## src/rtl/sram_ctrl_pkg.sv

```systemverilog
// Shared constants and helpers for the SRAM controller slice.
// Geometry defaults here are the single source for every block that touches the macro.
package sram_ctrl_pkg;
  localparam int DW     = 128;
  localparam int AW     = 11;
  localparam int NPORTS = 2;

  // Two-port round-robin pick: the pointer breaks ties, otherwise the lone requester wins.
  function automatic logic rr_pick(input logic [NPORTS-1:0] elig, input logic ptr);
    if (&elig) return ptr;
    return elig[1];
  endfunction
endpackage

```

## src/rtl/sram_rsp_slot.sv

```systemverilog
// Per-port read response slot: tracks the in-flight read, captures SRAM data
// one cycle after the grant and holds it until the requester takes it.
module sram_rsp_slot #(
  parameter int DW = 128
) (
  input  logic          clk,
  input  logic          rst_n,
  input  logic          rd_grant,
  input  logic          rready,
  input  logic [DW-1:0] q,
  output logic          inflight,
  output logic          rvalid,
  output logic [DW-1:0] rdata
);
  always_ff @(posedge clk or negedge rst_n) begin
    if (!rst_n) begin
      inflight <= 1'b0;
      rvalid   <= 1'b0;
      rdata    <= '0;
    end else begin
      inflight <= rd_grant;
      // A capture wins over a same-edge handshake so the new word is never lost.
      if (inflight) begin
        rdata  <= q;
        rvalid <= 1'b1;
      end else if (rvalid && rready) begin
        rvalid <= 1'b0;
      end
    end
  end
endmodule

```

## src/rtl/sram_port_arbiter.sv

```systemverilog
// Two-port round-robin arbiter in front of a single-port SRAM macro.
// Grants and SRAM controls are combinational; read data returns two cycles after grant.
module sram_port_arbiter #(
  parameter int DW = sram_ctrl_pkg::DW,
  parameter int AW = sram_ctrl_pkg::AW
) (
  input  logic          CLK,
  input  logic          RSTN,
  input  logic          p0_valid,
  output logic          p0_ready,
  input  logic          p0_we,
  input  logic [AW-1:0] p0_addr,
  input  logic [DW-1:0] p0_wdata,
  output logic          p0_rvalid,
  input  logic          p0_rready,
  output logic [DW-1:0] p0_rdata,
  input  logic          p1_valid,
  output logic          p1_ready,
  input  logic          p1_we,
  input  logic [AW-1:0] p1_addr,
  input  logic [DW-1:0] p1_wdata,
  output logic          p1_rvalid,
  input  logic          p1_rready,
  output logic [DW-1:0] p1_rdata,
  output logic          sram_cen,
  output logic          sram_wen,
  output logic [AW-1:0] sram_a,
  output logic [DW-1:0] sram_d,
  input  logic [DW-1:0] sram_q
);
  import sram_ctrl_pkg::NPORTS;
  import sram_ctrl_pkg::rr_pick;

  logic [NPORTS-1:0]         valid, we, rready, rvalid, inflight, elig, gnt, rd_gnt;
  logic [NPORTS-1:0][AW-1:0] addr;
  logic [NPORTS-1:0][DW-1:0] wdata, rdata;
  logic                      ptr, gsel;

  assign valid  = {p1_valid, p0_valid};
  assign we     = {p1_we, p0_we};
  assign rready = {p1_rready, p0_rready};
  assign addr   = {p1_addr, p0_addr};
  assign wdata  = {p1_wdata, p0_wdata};

  for (genvar n = 0; n < NPORTS; n++) begin : g_port
    // Reads wait for the previous one to land and for the response slot to be free.
    assign elig[n] = valid[n] & (we[n] | (~inflight[n] & (~rvalid[n] | rready[n])));

    sram_rsp_slot #(.DW(DW)) u_slot (
      .clk      (CLK),
      .rst_n    (RSTN),
      .rd_grant (rd_gnt[n]),
      .rready   (rready[n]),
      .q        (sram_q),
      .inflight (inflight[n]),
      .rvalid   (rvalid[n]),
      .rdata    (rdata[n])
    );
  end

  assign gsel   = rr_pick(elig, ptr);
  assign gnt    = (|elig) ? (NPORTS'(1) << gsel) : '0;
  assign rd_gnt = gnt & ~we;

  always_comb begin
    sram_cen = 1'b1;
    sram_wen = 1'b1;
    sram_a   = '0;
    sram_d   = '0;
    if (|gnt) begin
      sram_cen = 1'b0;
      sram_wen = ~we[gsel];
      sram_a   = addr[gsel];
      sram_d   = wdata[gsel];
    end
  end

  always_ff @(posedge CLK or negedge RSTN) begin
    if (!RSTN)     ptr <= 1'b0;
    else if (|gnt) ptr <= ~ptr;
  end

  assign p0_ready  = gnt[0];
  assign p1_ready  = gnt[1];
  assign p0_rvalid = rvalid[0];
  assign p1_rvalid = rvalid[1];
  assign p0_rdata  = rdata[0];
  assign p1_rdata  = rdata[1];
endmodule

```

## config.mk

```make
export PLATFORM = sky130hd
export DESIGN_NAME = sram_port_arbiter
export DESIGN_NICKNAME = d
export VERILOG_FILES = /design/src/rtl/sram_ctrl_pkg.sv /design/src/rtl/sram_rsp_slot.sv /design/src/rtl/sram_port_arbiter.sv
export SDC_FILE = /design/constraint.sdc
export NUM_CORES = 1
export LEC_CHECK = 0
export BUFFER_PORTS_ARGS = -buffer_cell sky130_fd_sc_hd__buf_4
export CAP_MARGIN = 20
export CORE_AREA = 2 2 316 318
export CTS_CLUSTER_DIAMETER = 60
export DETAILED_ROUTE_END_ITERATION = 16
export DIE_AREA = 0 0 318 320
export SLEW_MARGIN = 20
export SYNTH_ARGS = -nofsm -noshare
export SYNTH_HDL_FRONTEND = slang
export SYNTH_SLANG_ARGS = --single-unit
```

## constraint.sdc

```tcl
create_clock -name CLK -period 1.6 [get_ports CLK]
set_input_delay 0.08 -clock CLK [delete_from_list [all_inputs] [get_ports CLK]]
set_output_delay 0.08 -clock CLK [all_outputs]
set_load 0.01 [all_outputs]
```

# Word-level counts from Yosys, hierarchy flattened
# Cells that the tools add are included.
dict set report op_classes {
  n_lt_le_gt_ge 1
  shift 1
  muxes 18
  n_bitwise 16
  reduce_logical 7
}
# operator count
set ops {}
lappend ops {{$mux W128} 3}
lappend ops {{$mux W11} 3}
lappend ops {{$mux W1} 11}
lappend ops {{$not A1 Y1} 6}
lappend ops {{$and A1 B1 Y1} 4}
lappend ops {{$or A1 B1 Y1} 4}
lappend ops {{$reduce_bool A2 Y1} 2}
lappend ops {{$reduce_or A2 Y1} 2}
lappend ops {{$and A2 B2 Y2} 1}
lappend ops {{$logic_and A1 B1 Y1} 2}
lappend ops {{$lt A1 B2 Y1 const B} 1}
lappend ops {{$mux W2} 1}
lappend ops {{$not A2 Y2} 1}
lappend ops {{$reduce_and A2 Y1} 1}
lappend ops {{$shl A1 B1 Y2 const A} 1}
dict set report word_totals {
  regBits 261
  input_bits 414
  word_cells 50
}

# Depth between registers and ports, before layout
dict set report logic_depth {
  depth_word 12
  depth_mapped 6
  ltp_nobuf 4
}

# Cells and area by module
# A second synthesis with hierarchy kept.
dict set report hier_totals {
  hier_cells 740
  hier_area_um2 11334.6
}
# module instances cells_each area_per_inst_um2
set modules_own_cells {}
lappend modules_own_cells {sram_rsp_slot 2 274 4857.2}
lappend modules_own_cells {sram_port_arbiter 1 192 1620.3}

# Least setup slack after synthesis
# Ideal clock, no wire load.
dict set report synth_timing {
  kind {reg-to-output}
  startpoint {register g_port[0].u_slot.rvalid}
  endpoint {output port sram_d[68]}
  arrival_time_ns 1.638
  required_ns 1.520
  path_slack_ns -0.118
  path_stages_with_launch 7
  n_path_buf 2
  path_cell_list {dfrtp_1 -> nor3b_1 -> nor4_1 -> nor2_1 -> buf_2 -> buf_1 -> a22o_1}
}
dict set report synth_via {
  elab_chain_len 12
  word_cells_on_any_way 15
  cone_classes {shift: 1; mux: 6; bitwise: 5; reduce/logical: 3}
}
# element line
set synth_lines {}
lappend synth_lines {{from (decl)} sram_rsp_slot.sv:12} ;# output logic rvalid,
lappend synth_lines {{from (signal assigned)} sram_rsp_slot.sv:18} ;# rvalid <= 1'b0;
lappend synth_lines {{from (signal assigned)} sram_rsp_slot.sv:25} ;# rvalid <= 1'b1;
lappend synth_lines {{from (signal assigned)} sram_rsp_slot.sv:27} ;# rvalid <= 1'b0;
lappend synth_lines {{$not A1 Y1 *} sram_port_arbiter.sv:47} ;# assign elig[n] = valid[n] & (we[n] | (~inflight[n] & (~rvalid[n] | rready[n])));
lappend synth_lines {{$or A1 B1 Y1 *} sram_port_arbiter.sv:47}
lappend synth_lines {{$and A1 B1 Y1 *} sram_port_arbiter.sv:47}
lappend synth_lines {{$or A1 B1 Y1 *} sram_port_arbiter.sv:47}
lappend synth_lines {{$and A1 B1 Y1 *} sram_port_arbiter.sv:47}
lappend synth_lines {{$reduce_and A2 Y1} sram_ctrl_pkg.sv:10} ;# if (&elig) return ptr;
lappend synth_lines {{$mux W1} sram_ctrl_pkg.sv:10}
lappend synth_lines {{$mux W1} sram_ctrl_pkg.sv:11} ;# return elig[1];
lappend synth_lines {{$shl A1 B1 Y2} sram_port_arbiter.sv:62} ;# assign gnt = (|elig) ? (NPORTS'(1) << gsel) : '0;
lappend synth_lines {{$mux W2} sram_port_arbiter.sv:62}
lappend synth_lines {{$reduce_or A2 Y1} sram_port_arbiter.sv:70} ;# if (|gnt) begin
lappend synth_lines {{$mux W128 *} sram_port_arbiter.sv:70}
lappend synth_lines {{to (decl)} sram_port_arbiter.sv:28} ;# output logic [DW-1:0] sram_d,
# Every way passes the cells marked *; elsewhere a longest branch is shown, timed or not. The select of a mux whose other input is x is not followed.

# Worst setup path after layout
dict set report layout_timing {
  startpoint {register g_port[0].u_slot.inflight}
  endpoint {output port sram_d[83]}
}
dict set report layout_via {
  elab_chain_len 11
  word_cells_on_any_way 14
  cone_classes {shift: 1; mux: 6; bitwise: 4; reduce/logical: 3}
}
# element line
set layout_lines {}
lappend layout_lines {{from (decl)} sram_rsp_slot.sv:11} ;# output logic inflight,
lappend layout_lines {{from (signal assigned)} sram_rsp_slot.sv:21} ;# inflight <= rd_grant;
lappend layout_lines {{$not A1 Y1 *} sram_port_arbiter.sv:47}
lappend layout_lines {{$and A1 B1 Y1 *} sram_port_arbiter.sv:47}
lappend layout_lines {{$or A1 B1 Y1 *} sram_port_arbiter.sv:47}
lappend layout_lines {{$and A1 B1 Y1 *} sram_port_arbiter.sv:47}
lappend layout_lines {{$reduce_and A2 Y1} sram_ctrl_pkg.sv:10}
lappend layout_lines {{$mux W1} sram_ctrl_pkg.sv:10}
lappend layout_lines {{$mux W1} sram_ctrl_pkg.sv:11}
lappend layout_lines {{$shl A1 B1 Y2} sram_port_arbiter.sv:62}
lappend layout_lines {{$mux W2} sram_port_arbiter.sv:62}
lappend layout_lines {{$reduce_or A2 Y1} sram_port_arbiter.sv:70}
lappend layout_lines {{$mux W128 *} sram_port_arbiter.sv:70}
# Marked as above.

==> impl_summary.log <==
INFO  metric io-pin-count = roughly 820
INFO  metric fp.dieW = ~320 microns
INFO  metric timing.critical_path.fanout_max = 12
INFO  metric postRouteAntennaNets = 0
INFO  metric synth_area = ~11000 sq um
INFO  metric final_max_slew_viol_count = 0
INFO  metric post-route-worst-setup-slack = -0.8689 ns
INFO  metric cts.sinks = 261
INFO  metric wl_per_cell = between 20 and 30 microns
INFO  metric setup-violations-final = between 100 and 150
INFO  metric timing.max_cap.violations = 0
INFO  metric grt-busiest-layer = met2
INFO  metric ff_latch_area = about 6500 sq um
INFO  metric ys_seq_elements = approximately 260
INFO  metric hold_path.class = primary input to flip-flop
INFO  metric synthDistinctLibCells = 23
INFO  metric critical_path.endpoint_type = primary output
INFO  metric final_core_utilization = around 23%
INFO  metric synth_edf_count = 0
INFO  metric htreeDepth = 2
INFO  metric fin_worst_skew = 0.02586 ns
INFO  metric rr_endpoint = g_port[0].u_slot.inflight
INFO  metric start_util = about 11%
INFO  metric finalCriticalPeriod = ~2.5 ns
INFO  metric place_worst_setup_slack = -0.3298 ns
INFO  metric via_count = approximately 11k
INFO  metric start_kind = flip-flop
INFO  metric r2r_start = g_port[0].u_slot.inflight
INFO  metric main_combinational_cell_family_by_area_after_synthesis = multiplexers
INFO  metric critical_path.max_stage_delay = approximately 0.47 ns
INFO  metric cts_tree = built
INFO  metric synth-simple-area-share = less than 1%
INFO  metric final_nets = 2155
INFO  metric cellLeakagePower = slightly above 10 nW
INFO  metric setup.worst_path.class = flip-flop to primary output
INFO  metric synth_area_per_cell = about 15 sq um
INFO  metric grt_setup_unrepaired = true
INFO  metric core-area = roughly 100000 sq um
INFO  metric dp.final_hpwl = around 65000 microns
INFO  metric worst_ir_drop_vdd = a little over 1000 uV
INFO  metric post_synth_fa_ha_maj_area_fraction = 0%
INFO  metric synthMostInstantiatedCell = sky130_fd_sc_hd__dfrtp_1
INFO  metric synth_mux_area_share = 26.03%
INFO  metric min_delay_path_depth = 3
INFO  metric cts-hold-fix-buffers = around 130
INFO  metric worst_setup_hold_path_clk_slew = ~0.060 ns
INFO  metric synth_xor_area_share = less than 1%
INFO  metric cts-root-to-sink-buffers = 3
INFO  metric finalHoldViolCount = 1
INFO  metric first_pass_grt_wire_length = slightly above 100000 microns
INFO  metric synth_async_sr_flop_share = between 90% and 100%
INFO  metric hold_path_startpoint = p1_valid
INFO  metric syn_nets = roughly 1.2k
INFO  metric first_global_vias = about 11k
INFO  metric grt_max_degree = 70
INFO  metric worst_path_most_repeated_cell = sky130_fd_sc_hd__buf_4
INFO  metric die_height = 320 microns
INFO  metric synth_compound_gate_area_share = 11.38%
INFO  metric io_buffers = 814
INFO  metric worst_path_max_delay_cell = sky130_fd_sc_hd__dfrtp_4
INFO  metric floorplan.die_area = just over 100000 sq um
INFO  metric violations = hold timing, setup timing
INFO  metric worstRegToRegCells = 6
INFO  metric drt_first_pass_iters = 5
INFO  metric cts_inserted_buffers = 36
INFO  metric finalCritPeriodShare = 154.3%
INFO  metric total_drc_errors_in_the_routed_layout = 0
INFO  metric cp_data_arrival_time = between 2 and 2.5 ns
INFO  metric crit_path_cell_trace = nor2b_4, nor3_2, a21boi_4, buf_4, clkbuf_16, a22o_1, buf_4
INFO  metric met1_usage = 15.19%
INFO  metric globalRouteMet3Util = under 10%
INFO  metric clock.fmax = between 400 and 500 MHz
INFO  metric whs = -0.1292 ns
INFO  metric globalRouteTotalUtil = 14.41%
INFO  metric power-per-cell-area = 1459 nW/um^2
INFO  metric slew_headroom = approximately 64%
INFO  metric outcome = finished with violations
INFO  metric drt-vias-per-instance = between 3 and 4
INFO  metric regToRegSetupSlack = -0.02 ns
INFO  metric yosys-top-cells-area = sky130_fd_sc_hd__dfrtp_1, sky130_fd_sc_hd__mux2_2, sky130_fd_sc_hd__a22o_1, sky130_fd_sc_hd__clkbuf_1, sky130_fd_sc_hd__buf_6
INFO  metric yosys_most_used_dff = sky130_fd_sc_hd__dfrtp_1
INFO  metric synth_top_cells_by_count = sky130_fd_sc_hd__dfrtp_1, sky130_fd_sc_hd__mux2_2, sky130_fd_sc_hd__a22o_1
INFO  metric min_delay_worst_endpoint = g_port[1].u_slot.inflight
INFO  metric area.growth.synth_to_final = 103.4%
INFO  metric insertion_delay = 0.57 ns
INFO  metric grt.met2_usage = between 20% and 30%
INFO  metric grt_antenna_before_repair = 49
INFO  metric required = between 1.5 and 2 ns
INFO  metric post_synth_inst_count = between 700 and 800
INFO  metric routabilityCongestion = about 0.84
INFO  metric ctsRootBufferMaster = sky130_fd_sc_hd__clkbuf_16
INFO  metric yosys.area.top_type = sky130_fd_sc_hd__dfrtp_1
INFO  metric gr-total-overflow = 0
INFO  metric worst_max_slew_pin_slew = 0.5349 ns
INFO  metric placement_rows = roughly 120
INFO  metric multi_input_comb_area = 4315 sq um
INFO  metric detailedRoute.firstIterationViolations = 506
INFO  metric drt_wl_total = just under 80000 microns
INFO  metric yosysTopAreaCellShare = roughly three fifths
INFO  metric drive_above_1_share = ~69%
INFO  metric yosys_warnings = 0
INFO  metric synth_seq_area_share = between 50% and 60%
INFO  metric num-fill-cells = around 11k
## where the power goes
part / internal, W / total, W / switching, W
Clock: 0.00511 / 0.00845 / 0.00334
Sequential: 0.00903 / 0.0104 / 0.00141
Combinational: 0.00794 / 0.0140 / 0.00604
Total: 0.0221 / 0.0329 / 0.0108
## area by class of cell
type / instances / share of cell area, %
multi-input combinational: 415 / 19.16
sequential: 261 / 29.03
clock inverter: 14 / 0.8498
antenna: 8 / 0.08887
timing repair buffer: 1024 / 38.89
tap: 1287 / 7.148
inverter: 3 / 0.04999
clock buffer: 51 / 4.788
## cells by family (layout without fill, tap and decap cells)
kind of cell           Yosys count  count (layout)
AO/OA/AOI/OAI                  144             144
flip-flops                     261             261
multiplexers                   256             256
XOR/XNOR                         1               1
other                            0               8
buffers and inverters           61            1092
AND/OR/NAND/NOR                 14              14
## state kept, by name (all words and copies together), names as in the netlist
signal                  count
g_port.u_slot.inflight      2
ptr                         1
g_port.u_slot.rvalid        2
g_port.u_slot.rdata       256
## routing by layer
| layer | share of wire, % | vias up |
|---|---|---|
| met5 | 0.41 | - |
| met4 | 3.2 | 52 |
| met3 | 10 | 163 |
| met2 | 50 | 623 |
| met1 | 36 | 5479 |
| li1 | - | 4812 |
## layout by cell type, fill, tap and decap left out, types with 2 or more instances in the layout
cell type,netlist,final
sky130_fd_sc_hd__buf_4,0,784
sky130_fd_sc_hd__dfrtp_1,261,259
sky130_fd_sc_hd__mux2_2,256,256
sky130_fd_sc_hd__a22o_1,139,136
sky130_fd_sc_hd__dlygate4sd3_1,0,133
sky130_fd_sc_hd__buf_6,10,74
sky130_fd_sc_hd__clkbuf_16,0,46
sky130_fd_sc_hd__buf_12,0,15
sky130_fd_sc_hd__clkbuf_8,0,10
sky130_fd_sc_hd__diode_2,0,8
sky130_fd_sc_hd__buf_8,0,5
sky130_fd_sc_hd__clkbuf_1,36,4
sky130_fd_sc_hd__buf_16,0,4
sky130_fd_sc_hd__inv_1,3,3
sky130_fd_sc_hd__a22o_4,0,3
sky130_fd_sc_hd__clkinvlp_4,0,3
sky130_fd_sc_hd__inv_6,0,3
sky130_fd_sc_hd__nor2b_4,0,2
sky130_fd_sc_hd__nand2_1,2,2
sky130_fd_sc_hd__a21o_1,2,2
sky130_fd_sc_hd__bufinv_16,0,2
sky130_fd_sc_hd__inv_8,0,2
sky130_fd_sc_hd__dfrtp_4,0,2
## critical path: cells and delay by family, from the launching register on
| family | cells | cell delay, ns |
|---|---|---|
| AO/OA/AOI/OAI | 2 | 0.49 |
| buffers and inverters | 3 | 0.52 |
| flip-flops | 1 | 0.47 |
| AND/OR/NAND/NOR | 2 | 0.33 |
## metrics by stage
step	total power, W	std cells	area, sq um	hold WS [ns]	setup TNS, ns
detailed placement	0.02346	2838	19200	0.05562	-35.54
CTS	0.03263	3036	21920	-0.1948	-118.25
global route	0.03452	3058	22510	-0.1648	-132.03
finish	0.03287	3063	22530	-0.1292	-114.33
global placement	0.02331	2838	19200	0.05305	-32.15
floorplan	0.01548	737	11110	-0.2156	-3.315
## worst max-delay path by stage
stage | startpoint | to | depth (start not counted)
floorplan | g_port[1].u_slot.rvalid | sram_a[0] | 6
global placement | g_port[0].u_slot.inflight | sram_d[113] | 7
detailed placement | g_port[0].u_slot.inflight | sram_d[109] | 7
CTS | g_port[1].u_slot.rvalid | sram_d[109] | 7
global route | g_port[1].u_slot.rvalid | sram_d[10] | 7
finish | g_port[0].u_slot.inflight | sram_d[83] | 7
## timing repair
action	4_1_cts	5_1_grt
hold endpoints to repair	522	1
endpoints found under the setup margin	178	190
gates cloned	0	13
gates resized for setup	31	65
buffers inserted	0	6
pin swaps	5	4
(Power assumes the default switching activity.)
